<file path="src/rtl/reg_file16_pkg.sv">
// Shared definitions for the CR16 register file and the decoder.
// Contents: register geometry constants, the register-address type,
// register name constants R0..R15, and a 4->16 one-hot decode helper
// used for both the write-enable decode and the scoreboard set/clear masks.
package reg_file16_pkg;

  localparam int REG_W      = 16;
  localparam int REG_CNT    = 16;
  localparam int REG_ADDR_W = 4;

  typedef logic [REG_ADDR_W-1:0] reg_addr_t;

  localparam reg_addr_t R0  = 4'd0;
  localparam reg_addr_t R1  = 4'd1;
  localparam reg_addr_t R2  = 4'd2;
  localparam reg_addr_t R3  = 4'd3;
  localparam reg_addr_t R4  = 4'd4;
  localparam reg_addr_t R5  = 4'd5;
  localparam reg_addr_t R6  = 4'd6;
  localparam reg_addr_t R7  = 4'd7;
  localparam reg_addr_t R8  = 4'd8;
  localparam reg_addr_t R9  = 4'd9;
  localparam reg_addr_t R10 = 4'd10;
  localparam reg_addr_t R11 = 4'd11;
  localparam reg_addr_t R12 = 4'd12;
  localparam reg_addr_t R13 = 4'd13;
  localparam reg_addr_t R14 = 4'd14;
  localparam reg_addr_t R15 = 4'd15;

  // One-hot select of register 'addr', gated by 'en' (all zero when en=0).
  function automatic logic [REG_CNT-1:0] decode_onehot(input reg_addr_t addr,
                                                       input logic en);
    logic [REG_CNT-1:0] oh;
    oh = 16'h0001 << addr;
    if (en) begin
      return oh;
    end else begin
      return 16'h0000;
    end
  endfunction

endpackage

</file>
<file path="src/rtl/reg_file16_if.sv">
// Bus between decode/write-back (master) and the register file (slave).
// Signals: write-back port (wr_en/wr_addr/wr_data), two read ports
// (rd_addr_x -> rd_data_x), issue port (iss_en/iss_addr) and the scoreboard
// status outputs busy_a, busy_b, stall.
interface reg_file16_if;
  import reg_file16_pkg::*;

  logic             wr_en;
  reg_addr_t        wr_addr;
  logic [REG_W-1:0] wr_data;
  reg_addr_t        rd_addr_a;
  reg_addr_t        rd_addr_b;
  logic [REG_W-1:0] rd_data_a;
  logic [REG_W-1:0] rd_data_b;
  logic             iss_en;
  reg_addr_t        iss_addr;
  logic             busy_a;
  logic             busy_b;
  logic             stall;

  modport master (
    output wr_en, wr_addr, wr_data, rd_addr_a, rd_addr_b, iss_en, iss_addr,
    input  rd_data_a, rd_data_b, busy_a, busy_b, stall
  );

  modport slave (
    input  wr_en, wr_addr, wr_data, rd_addr_a, rd_addr_b, iss_en, iss_addr,
    output rd_data_a, rd_data_b, busy_a, busy_b, stall
  );

endinterface

</file>
<file path="src/rtl/reg_file16_mux16_1.sv">
// Single-bit 16:1 read selector; one instance per data bit per read port.
// Ports: d (bit i of all 16 registers), sel (register address), y (selected bit).
module reg_file16_mux16_1
  import reg_file16_pkg::*;
(
  input  logic [REG_CNT-1:0] d,
  input  reg_addr_t          sel,
  output logic               y
);

  assign y = d[sel];

endmodule

</file>
<file path="src/rtl/reg_file16_scoreboard.sv">
// Per-register pending scoreboard for in-flight multi-cycle (load) ops.
// Ports: clk, rst_n (sync, active-low), write-back strobe/address (clears),
// issue strobe/address (sets), read addresses, and busy_a/busy_b/stall.
// A write to a register in the same cycle as an issue to it leaves the bit
// set: the new issue is younger than the retiring write.
module reg_file16_scoreboard
  import reg_file16_pkg::*;
#(
  parameter int BYPASS = 1
) (
  input  logic      clk,
  input  logic      rst_n,
  input  logic      wr_en,
  input  reg_addr_t wr_addr,
  input  logic      iss_en,
  input  reg_addr_t iss_addr,
  input  reg_addr_t rd_addr_a,
  input  reg_addr_t rd_addr_b,
  output logic      busy_a,
  output logic      busy_b,
  output logic      stall
);

  localparam logic BYP = (BYPASS != 0);

  logic [REG_CNT-1:0] pending_r;
  logic [REG_CNT-1:0] set_s;
  logic [REG_CNT-1:0] clr_s;

  assign set_s = decode_onehot(iss_addr, iss_en);
  assign clr_s = decode_onehot(wr_addr, wr_en);

  // Pending bits: set has priority over clear; reset discards all in-flight state.
  always_ff @(posedge clk) begin
    if (!rst_n) begin
      pending_r <= {REG_CNT{1'b0}};
    end else begin
      pending_r <= set_s | (pending_r & ~clr_s);
    end
  end

  // Busy lookup; a same-cycle write to the read register is forwarded, so not busy.
  always_comb begin
    busy_a = pending_r[rd_addr_a];
    busy_b = pending_r[rd_addr_b];
    if (BYP && wr_en && (wr_addr == rd_addr_a)) begin
      busy_a = 1'b0;
    end else begin
      busy_a = pending_r[rd_addr_a];
    end
    if (BYP && wr_en && (wr_addr == rd_addr_b)) begin
      busy_b = 1'b0;
    end else begin
      busy_b = pending_r[rd_addr_b];
    end
    stall = busy_a | busy_b | (iss_en & pending_r[iss_addr]);
  end

endmodule

</file>
<file path="src/rtl/reg_file16.sv">
// 16 x 16-bit general-purpose register file for the CR16 datapath.
// Ports: clk, rst_n (sync, active-low), bus (reg_file16_if.slave) carrying
// one synchronous write port, two combinational read ports, the issue port
// and the scoreboard status (busy_a, busy_b, stall).
// All registers, including r0, are writable. With BYPASS=1 a read of the
// register being written this cycle returns wr_data.
module reg_file16
  import reg_file16_pkg::*;
#(
  parameter int WIDTH  = REG_W,
  parameter int BYPASS = 1
) (
  input  logic         clk,
  input  logic         rst_n,
  reg_file16_if.slave  bus
);

  localparam logic BYP = (BYPASS != 0);

  logic [WIDTH-1:0]   regs_r [REG_CNT];
  logic [REG_CNT-1:0] wr_sel_s;
  logic [REG_CNT-1:0] col_s  [WIDTH];
  logic [WIDTH-1:0]   mux_a_s;
  logic [WIDTH-1:0]   mux_b_s;

  assign wr_sel_s = decode_onehot(bus.wr_addr, bus.wr_en);

  // Register array: reset clears everything and overrides a same-edge write.
  always_ff @(posedge clk) begin
    if (!rst_n) begin
      for (int r = 0; r < REG_CNT; r++) begin
        regs_r[r] <= {WIDTH{1'b0}};
      end
    end else begin
      for (int r = 0; r < REG_CNT; r++) begin
        if (wr_sel_s[r]) begin
          regs_r[r] <= bus.wr_data;
        end
      end
    end
  end

  // Bit-column slicing: column b holds bit b of every register.
  for (genvar b = 0; b < WIDTH; b++) begin : g_bit
    for (genvar r = 0; r < REG_CNT; r++) begin : g_reg
      assign col_s[b][r] = regs_r[r][b];
    end

    reg_file16_mux16_1 u_mux_a (
      .d   (col_s[b]),
      .sel (bus.rd_addr_a),
      .y   (mux_a_s[b])
    );

    reg_file16_mux16_1 u_mux_b (
      .d   (col_s[b]),
      .sel (bus.rd_addr_b),
      .y   (mux_b_s[b])
    );
  end

  // Write-to-read forwarding after the selectors.
  always_comb begin
    if (BYP && bus.wr_en && (bus.wr_addr == bus.rd_addr_a)) begin
      bus.rd_data_a = bus.wr_data;
    end else begin
      bus.rd_data_a = mux_a_s;
    end
    if (BYP && bus.wr_en && (bus.wr_addr == bus.rd_addr_b)) begin
      bus.rd_data_b = bus.wr_data;
    end else begin
      bus.rd_data_b = mux_b_s;
    end
  end

  reg_file16_scoreboard #(
    .BYPASS (BYPASS)
  ) u_scoreboard (
    .clk       (clk),
    .rst_n     (rst_n),
    .wr_en     (bus.wr_en),
    .wr_addr   (bus.wr_addr),
    .iss_en    (bus.iss_en),
    .iss_addr  (bus.iss_addr),
    .rd_addr_a (bus.rd_addr_a),
    .rd_addr_b (bus.rd_addr_b),
    .busy_a    (bus.busy_a),
    .busy_b    (bus.busy_b),
    .stall     (bus.stall)
  );

endmodule
</file>
<file path="src/flat_wrapper.sv">
// flat-port wrapper written by rule: the top's interface ports become plain ports
module reg_file16_flat import reg_file16_pkg::*;
#(
  parameter int WIDTH  = REG_W,
  parameter int BYPASS = 1
)
  (clk, rst_n, bus_wr_en, bus_wr_addr, bus_wr_data, bus_rd_addr_a, bus_rd_addr_b, bus_iss_en, bus_iss_addr, bus_rd_data_a, bus_rd_data_b, bus_busy_a, bus_busy_b, bus_stall);
  reg_file16_if bus_i ();
  input  logic clk;
  input  logic rst_n;
  input wire logic [$bits(bus_i.wr_en)-1:0] bus_wr_en;
  input wire logic [$bits(bus_i.wr_addr)-1:0] bus_wr_addr;
  input wire logic [$bits(bus_i.wr_data)-1:0] bus_wr_data;
  input wire logic [$bits(bus_i.rd_addr_a)-1:0] bus_rd_addr_a;
  input wire logic [$bits(bus_i.rd_addr_b)-1:0] bus_rd_addr_b;
  input wire logic [$bits(bus_i.iss_en)-1:0] bus_iss_en;
  input wire logic [$bits(bus_i.iss_addr)-1:0] bus_iss_addr;
  output wire logic [$bits(bus_i.rd_data_a)-1:0] bus_rd_data_a;
  output wire logic [$bits(bus_i.rd_data_b)-1:0] bus_rd_data_b;
  output wire logic [$bits(bus_i.busy_a)-1:0] bus_busy_a;
  output wire logic [$bits(bus_i.busy_b)-1:0] bus_busy_b;
  output wire logic [$bits(bus_i.stall)-1:0] bus_stall;
  assign bus_i.wr_en = bus_wr_en;
  assign bus_i.wr_addr = bus_wr_addr;
  assign bus_i.wr_data = bus_wr_data;
  assign bus_i.rd_addr_a = bus_rd_addr_a;
  assign bus_i.rd_addr_b = bus_rd_addr_b;
  assign bus_i.iss_en = bus_iss_en;
  assign bus_i.iss_addr = bus_iss_addr;
  assign bus_rd_data_a = bus_i.rd_data_a;
  assign bus_rd_data_b = bus_i.rd_data_b;
  assign bus_busy_a = bus_i.busy_a;
  assign bus_busy_b = bus_i.busy_b;
  assign bus_stall = bus_i.stall;
  reg_file16 #(.WIDTH(WIDTH), .BYPASS(BYPASS)) u_core (.clk(clk), .rst_n(rst_n), .bus(bus_i));
endmodule
</file>
<file path="config.mk">
export PLATFORM = sky130hd
export DESIGN_NAME = reg_file16_flat
export DESIGN_NICKNAME = d
export VERILOG_FILES = /design/src/rtl/reg_file16_pkg.sv /design/src/rtl/reg_file16_if.sv /design/src/rtl/reg_file16_mux16_1.sv /design/src/rtl/reg_file16_scoreboard.sv /design/src/rtl/reg_file16.sv /design/src/flat_wrapper.sv
export SDC_FILE = /design/constraint.sdc
export NUM_CORES = 1
export LEC_CHECK = 0
export ABC_AREA = 1
export CAP_MARGIN = 20
export CORE_ASPECT_RATIO = 1.75
export CORE_MARGIN = 5
export CORE_UTILIZATION = 42
export CTS_CLUSTER_DIAMETER = 60
export DETAILED_ROUTE_END_ITERATION = 16
export PLACE_DENSITY = 0.62
export SETUP_SLACK_MARGIN = 0.4
export SLEW_MARGIN = 20
export SYNTH_ARGS = -nofsm -noshare
export SYNTH_HDL_FRONTEND = slang
export SYNTH_HIERARCHICAL = 1
export SYNTH_SLANG_ARGS = --single-unit
</file>
<file path="constraint.sdc">
create_clock -name clk -period 5.7 [get_ports clk]
set_input_delay 1.14 -clock clk [delete_from_list [all_inputs] [get_ports clk]]
set_output_delay 1.14 -clock clk [all_outputs]
set_load 0.05 [all_outputs]
</file>
### Yosys cells after proc, flatten, opt, wreduce, memory -nomap -nowiden

Memories as Yosys holds them, arrays and structs flattened.
Cells that the tools add are included.

* register bits: 16
* bits in writable memories: 256
* bits of input ports: 36
* output and inout bits: 35
* logic and storage cells: 174
* memories kept: 1

* $lt $le $gt $ge: 3
* equal/unequal tests: 2
* shifts and indexed selects: 2
* muxes and demuxes: 141
* bitwise logic cells: 22
* reduce and logical (&&, ||, !) cells: 2

Memory list
* u_core.regs_r: words 16, bits a word 16, read ports 16, clocked after Yosys merged registers in 0, wr ports 16, RTL line reg_file16.sv:20 `logic [WIDTH-1:0] regs_r [REG_CNT];`

Operator list (count)
* 16-bit two-way mux: 20
* 1-bit binary-select mux with 4-bit select: 35
* 1-bit two-way mux: 86
* 1-bit by 4-bit << shifter with 16-bit output, first input constant: 2
* 1-bit bitwise OR: 18
* 16-bit AND: 1
* 16-bit inverter: 1
* 16-bit bitwise OR: 1
* 4-bit by 5-bit less-than comparator with 1-bit output, second input constant: 3
* 4-bit equality test: 2
* 1-bit logical AND: 2
* 1-bit AND: 1

### Depth between registers and ports, before layout

Gate-level depths: netlist of run 1.

* depth in word-level cells: 6
* gate-level depth with buffers: 10
* depth with buffers taken out: 9

### By module

Netlist of run 1, hierarchy kept.

By module, submodules not included
* reg_file16: times used 1, cells each 674, area an instance 9431.5 sq um, seq. area each 7687.4 sq um
* reg_file16_mux16_1: times used 32, cells each 50, area an instance 230.2 sq um, seq. area each 0.0 sq um
* reg_file16_scoreboard: times used 1, cells each 236, area an instance 1300.0 sq um, seq. area each 320.3 sq um

### Worst setup path before layout of run 1

OpenSTA, ideal clock, no wires.

* path type: in2out
* start: in bus_wr_addr[2]
* end: out bus_rd_data_b[10]
* data arrival time: 2.285 ns
* data required time: 4.560 ns
* slack: 2.275 ns
* stages: 8
* buffers on the path: 2
* path through: buf_4 inv_2 nand2_1 nand2_1 nor2_4 buf_2 nand3_1 nand2_1

* longest elaborated chain between the ends: 3

RTL lines
* start, declared: RTL line flat_wrapper.sv:12 `input wire logic [$bits(bus_i.wr_addr)-1:0] bus_wr_addr;`
* 4-bit equality test: RTL line reg_file16.sv:69 `if (BYP && bus.wr_en && (bus.wr_addr == bus.rd_addr_b)) begin`
* 1-bit logical AND: RTL line reg_file16.sv:69
* 16-bit two-way mux: RTL line reg_file16.sv:69
* end, declared: RTL line flat_wrapper.sv:19 `output wire logic [$bits(bus_i.rd_data_b)-1:0] bus_rd_data_b;`

No other way between the ends.

### Worst setup path after layout of run 1

* start: in bus_wr_addr[0]
* end: out bus_rd_data_b[0]

Same word-level chain as after synthesis.

==> impl_metrics.json, run 1 <==
{
  "cts_root_buf": "clkbuf_16",
  "pre_cts_slack_ns": 0.591,
  "grtUsageTotal_pct": 25.0,
  "ff_latch_area_sq_um": 8010,
  "n_antenna_cell": 0,
  "synth-warning-count": 6,
  "cts_tree": "yes",
  "first_pass_iters": 8,
  "path_max_fanout": 17,
  "yosysUniqueCellTypes": 26,
  "fin_area_sq_um": 20300,
  "grt_max_degree": 62,
  "powerDensity_nw_per_um2": 257,
  "cp_data_required_time_ns": 4.56,
  "synth_top_area_share_pct": 42.5,
  "syn_area_sq_um": 18100,
  "syn-num-nets": 2546,
  "drt-total-wl_um": 61100,
  "setup_violations": 0,
  "startpoint_type": "input port",
  "viasPerCell": 5.24,
  "finalMaxSlewViolations": 0,
  "dr_total_vias": 16600,
  "clock_skew_ns": 0,
  "whs_ns": 0.521,
  "ys_seq_elements": 272,
  "critPathCaptureType": "primary output",
  "drt_iter0_drc": 1403,
  "cts_max_level": 1,
  "ios": 71,
  "worst_slew_pin_slew_ns": 1.13,
  "coreArea_sq_um": 42700,
  "synthCells": 2510,
  "setup_slack_ns": 0.700,
  "worstHoldStart": "u_core/u_scoreboard/pending_r[14]",
  "grt_pass1_vias": 16600,
  "cts_hold_buf": 0,
  "grt_pass1_wl_um": 92000,
  "fin_nets": 2625,
  "clk_latency_ns": 0.56,
  "syn_area_per_cell_sq_um": 7.21,
  "hold_depth": 2,
  "critical_path.top_delay_family": "buffers and inverters",
  "synth_ff_type": "edfxtp_1",
  "rr_startpoint": "u_core/u_scoreboard/pending_r[5]",
  "maxSlewHeadroom_pct": 24.5,
  "ys_seq_area_share_pct": 44.2,
  "ant_nets": 0,
  "clock.fmax_ghz": 0.200,
  "grt.overflow.total": 0,
  "synth_largest_area_cell": "edfxtp_1",
  "clockBufferDepth": 3,
  "clock-sinks": 272,
  "cp-startpoint": "bus_wr_addr[0]",
  "clk_pin_slew_ns": 0.07,
  "numCtsBuffers": 26,
  "p_leak_nw": 10.1,
  "place.gp.congestion": 0.926,
  "max_stage_delay_ns": 0.71,
  "fp.dieH_um": 285,
  "post_cts_buffers": 0,
  "wl_per_cell_um": 19.3,
  "placed_area_sq_um": 19400,
  "synth-async-reset-ratio_pct": 0,
  "start_util_pct": 42.4,
  "drive_gt1_share_pct": 14.5,
  "synth_common_cells": "nand2_1 (721), inv_1 (469), nand3_1 (465)",
  "reg2reg_depth": 2,
  "die-area_sq_um": 47500,
  "area_delta_synth_final_pct": 11.9,
  "slowest_stage": "clkdlybuf4s50_1",
  "nFillCells": 4192,
  "cts_resized": 0,
  "hp-class": "reg2reg",
  "criticalPathCategory": "in2out",
  "min_period_ns": 5.00,
  "synth_area_leaders": "edfxtp_1 (42%), nand2_1 (15%), nand3_1 (13%)",
  "synth_edf_count": 256,
  "rsz0062_at_grt": "false",
  "fin_crit_sh_pct": 87.7,
  "worstHoldEndpoint": "u_core/u_scoreboard/pending_r[14]",
  "setup_tns_ns": 0,
  "run_status": "completed",
  "ir_worst_vdd_mv": 0.197,
  "antenna_found_initial": 1,
  "maxCapViolCount": 0,
  "crit_path_cell_trace": "clkdlybuf4s50_1 > inv_2 > nand2_2 > nand3_4 > nor2_8 > nand2_4 > nand2_1 > nand2_1 > clkdlybuf4s50_1",
  "post-dp-hpwl_um": 39900,
  "fp.dieW_um": 167,
  "rows": 100,
  "cp.arrival_ns": 3.86,
  "hold_viol_final": 0,
  "crit_buf_inv": 3,
  "multi_input_area_sq_um": 7200,
  "r2r_slack_ns": 4.88,
  "yosysMostFrequentCell": "nand2_1",
  "timing.rr.end": "u_core/u_scoreboard/pending_r[5]",
  "drc": 0,
  "port_buffers": 70
}
==> routing by layer <==
layer	vias up	global-route usage, %	part of all wire (%)
met5	-	0	0.020
met4	2	17.2	7.9
met3	245	3.49	7.7
met2	747	44.4	50
met1	7718	27.2	35
li1	7909	-	-
==> sequential cells by signal (all words and copies together) (netlist names) <==
name,cells
u_core/regs_r,256
u_core/u_scoreboard/pending_r,16
==> cell families after synthesis <==
group	after synthesis	share of synthesized area (%)
flip-flops	272	44.2
AND/OR/NAND/NOR	1543	37.9
AO/OA/AOI/OAI	54	1.53
buffers and inverters	641	16.3
==> area by class of cell <==
type                       count  area share, %
sequential                   272           39.5
multi-input combinational   1597           35.5
inverter                     582           12.0
timing repair buffer         110           5.40
tap                          561           3.47
clock buffer                  31           3.41
clock inverter                17          0.624
==> worst max-delay path by stage <==
stage,slack (ns),depth (start not counted),endpoint
finish,0.70,9,bus_rd_data_b[0]
global route,0.55,8,bus_rd_data_a[14]
CTS,0.60,8,bus_rd_data_a[8]
detailed placement,0.59,8,bus_rd_data_a[8]
global placement,0.64,8,bus_rd_data_a[13]
floorplan,2.28,8,bus_rd_data_b[10]
==> cell usage in the layout (no fill, tap or decap), types with 27 or more instances in the layout <==
cell type        count
nand2_2            165
clkdlybuf4s50_1     60
nand3_1            465
nand2_1            720
buf_4               33
inv_1              469
inv_8               32
inv_2               79
nor2_1             183
edfxtp_1           256
clkbuf_16           27
==> power by group <==
part	leakage, nW	internal [W]	switching, W
clock network	0.391	0.000949	0.000750
registers	2.59	0.00233	0.0000846
logic	7.13	0.000327	0.000771
==> per-stage QoR <==
stage                     utilization [%]  instances  power, W
after floorplan                         -       2510   0.00315
after global placement               45.4       3119   0.00352
after detailed placement             45.4       3119   0.00354
after CTS                            47.3       3167   0.00523
after global routing                 47.5       3170   0.00542
final                                47.5       3170   0.00521
==> worst min-delay path, stage by stage, from the launching register on <==
cell,delay [ns]
dfxtp_1,0.34
o21ai_0,0.08
a21oi_1,0.06
(Power assumes the default switching activity.)
==> run 2: changes to the inputs <==
--- a/config.mk
+++ b/config.mk
@@ -12,10 +12,11 @@
 export CORE_UTILIZATION = 42
 export CTS_CLUSTER_DIAMETER = 60
 export DETAILED_ROUTE_END_ITERATION = 16
-export PLACE_DENSITY = 0.62
+export PLACE_DENSITY = 0.7
 export SETUP_SLACK_MARGIN = 0.4
 export SLEW_MARGIN = 20
 export SYNTH_ARGS = -nofsm -noshare
 export SYNTH_HDL_FRONTEND = slang
 export SYNTH_HIERARCHICAL = 1
 export SYNTH_SLANG_ARGS = --single-unit
+export TNS_END_PERCENT = 10
==> run 2 against run 1 <==
Clock power rose by 9%; critical path type unchanged; combinational power barely moved; routed wire length fell by 2.6%; largest cell class unchanged; hold slack barely moved.
==> impl_metrics.json, run 2 (synthesized netlist as in run 1, its figures left out) <==
{
  "run_status": "completed",
  "final_common_cell": "nand2_1",
  "fp.dieW_um": 167,
  "p_sw_w": 0.00161,
  "path_max_fanout": 14,
  "setup_tns_ns": 0,
  "port_buffers": 70,
  "startpoint_type": "input port",
  "critPathCaptureType": "primary output",
  "grt.overflow.total": 0,
  "cts_resized": 0,
  "cp-startpoint": "bus_wr_addr[0]",
  "ios": 71,
  "finalMaxSlewViolations": 0,
  "clockBufferDepth": 3,
  "rows": 100,
  "p_total_w": 0.00535,
  "area_delta_synth_final_pct": 12.4,
  "worst_slew_pin_slew_ns": 1.16,
  "max_stage_delay_ns": 0.83,
  "p_leak_nw": 10.2,
  "crit_path_cell_trace": "clkdlybuf4s50_1 > inv_2 > nand2_2 > nand3_4 > nor2_8 > buf_4 > nand3_1 > nand2_1 > clkdlybuf4s50_1",
  "cpMostUsedCell": "clkdlybuf4s50_1",
  "hold_viol_final": 0,
  "die-area_sq_um": 47500,
  "grt_pass1_wl_um": 89800,
  "grt_pass1_vias": 16700,
  "post-dp-hpwl_um": 40000,
  "slowest_stage": "clkdlybuf4s50_1",
  "fin_area_sq_um": 20300,
  "coreArea_sq_um": 42700,
  "fp.dieH_um": 285,
  "cp.arrival_ns": 3.92,
  "clock.fmax_ghz": 0.198,
  "largestRegisters": "u_core/regs_r x256, u_core/u_scoreboard/pending_r x16",
  "cp_data_required_time_ns": 4.56,
  "placed_area_sq_um": 19400,
  "cts_tree": "yes",
  "grtUsageTotal_pct": 24.2,
  "hp-class": "reg2reg",
  "drt_iter0_drc": 1530,
  "cts_max_level": 1,
  "final_util_pct": 47.7,
  "internal-power_w": 0.00375,
  "largest_register_ff_count": 256,
  "ant_nets": 0,
  "drc": 0,
  "antenna_found_initial": 1,
  "powerDensity_nw_per_um2": 263,
  "ff_latch_area_sq_um": 8010,
  "ir_worst_vdd_mv": 0.245,
  "fin_crit_sh_pct": 88.7,
  "worstHoldStart": "u_core/u_scoreboard/pending_r[4]",
  "multi_input_area_sq_um": 7200,
  "setup_violations": 0,
  "layout_common_cells": "nand2_1 (718), inv_1 (469), nand3_1 (465)",
  "p_seq_share_pct": 45.0,
  "regMostFlops": "u_core/regs_r",
  "rsz0062_at_grt": "false",
  "clk_latency_ns": 0.54,
  "grt_max_degree": 61,
  "clock_skew_ns": 0,
  "clkPwrFrac_pct": 34.5,
  "nFillCells": 4057,
  "maxSlewHeadroom_pct": 22.6,
  "criticalPathCategory": "in2out",
  "post_cts_buffers": 0,
  "viasPerCell": 5.26,
  "dr_total_vias": 16700,
  "wl_per_cell_um": 18.8,
  "pre_cts_slack_ns": 0.720,
  "cts_hold_buf": 0,
  "cts_root_buf": "clkbuf_16",
  "maxCapViolCount": 0,
  "start_util_pct": 42.4,
  "setup_slack_ns": 0.642,
  "n_antenna_cell": 0,
  "drt-total-wl_um": 59500,
  "rr_startpoint": "u_core/u_scoreboard/pending_r[13]",
  "first_pass_iters": 6,
  "place.gp.congestion": 0.953,
  "min_period_ns": 5.06,
  "power_frac_comb_pct": 20.4,
  "drive_gt1_share_pct": 14.9,
  "fin_nets": 2624,
  "clock-sinks": 272,
  "clk_pin_slew_ns": 0.06,
  "power_switching_share_pct": 30.0,
  "numCtsBuffers": 26
}
run 2: changes by cell type in the layout (fill, tap and decap cells not counted), sizes merged:
cell,change
clkdlybuf4s50,+1
bufinv,+3
clkbuf,-2
buf,-2
clkinv,-2
clkinvlp,+1
run 2: through the flow:
stage / std cells / hold slack (ns)
2_1_floorplan: 2510 / 0.475
3_3_place_gp: 3118 / 0.504
3_5_place_dp: 3121 / 0.511
4_1_cts: 3169 / 0.520
5_1_grt: 3169 / 0.544
6_report: 3169 / 0.520
run 2: path summary, 6_finish.rpt:
| check | end | cells after the start | slack [ns] |
|---|---|---|---|
| setup / recovery | bus_rd_data_b[0] | 9 | 0.64 |
| hold / removal | u_core/u_scoreboard/pending_r[4] | 2 | 0.52 |
| setup reg to reg | u_core/u_scoreboard/pending_r[13] | 2 | 4.95 |
| hold reg to reg | u_core/u_scoreboard/pending_r[4] | 2 | 0.52 |
run 2: area by class of cell:
type,count,area share (%)
Tap cell,561,3.45
Timing Repair Buffer,109,5.33
Clock buffer,29,3.36
Multi-Input combinational cell,1597,35.4
Inverter,582,12.0
Sequential cell,272,39.4
Clock inverter,19,1.13
run 2: per-layer routing:
| layer | share of wire (%) | vias to the layer above | track usage, % |
|---|---|---|---|
| met1 | 33 | 7631 | 25.2 |
| met2 | 50 | 858 | 44.0 |
| met5 | 0 | - | 0 |
| li1 | - | 7891 | - |
| met4 | 8.1 | 0 | 17.4 |
| met3 | 8.5 | 284 | 3.49 |
run 2: power by group through the flow:
stage	clock, W	combinational (W)	sequential (W)
after detailed placement	0	0.00108	0.00245
after floorplan	0	0.000714	0.00243
after global placement	0	0.00106	0.00245
after CTS	0.00186	0.00108	0.00241
after global routing	0.00195	0.00119	0.00243
final	0.00185	0.00109	0.00241
run 2: worst max-delay path: cells and delay by family:
| kind | cells | cell delay (ns) |
|---|---|---|
| buffers and inverters | 4 | 2.05 |
| AND/OR/NAND/NOR | 5 | 0.73 |
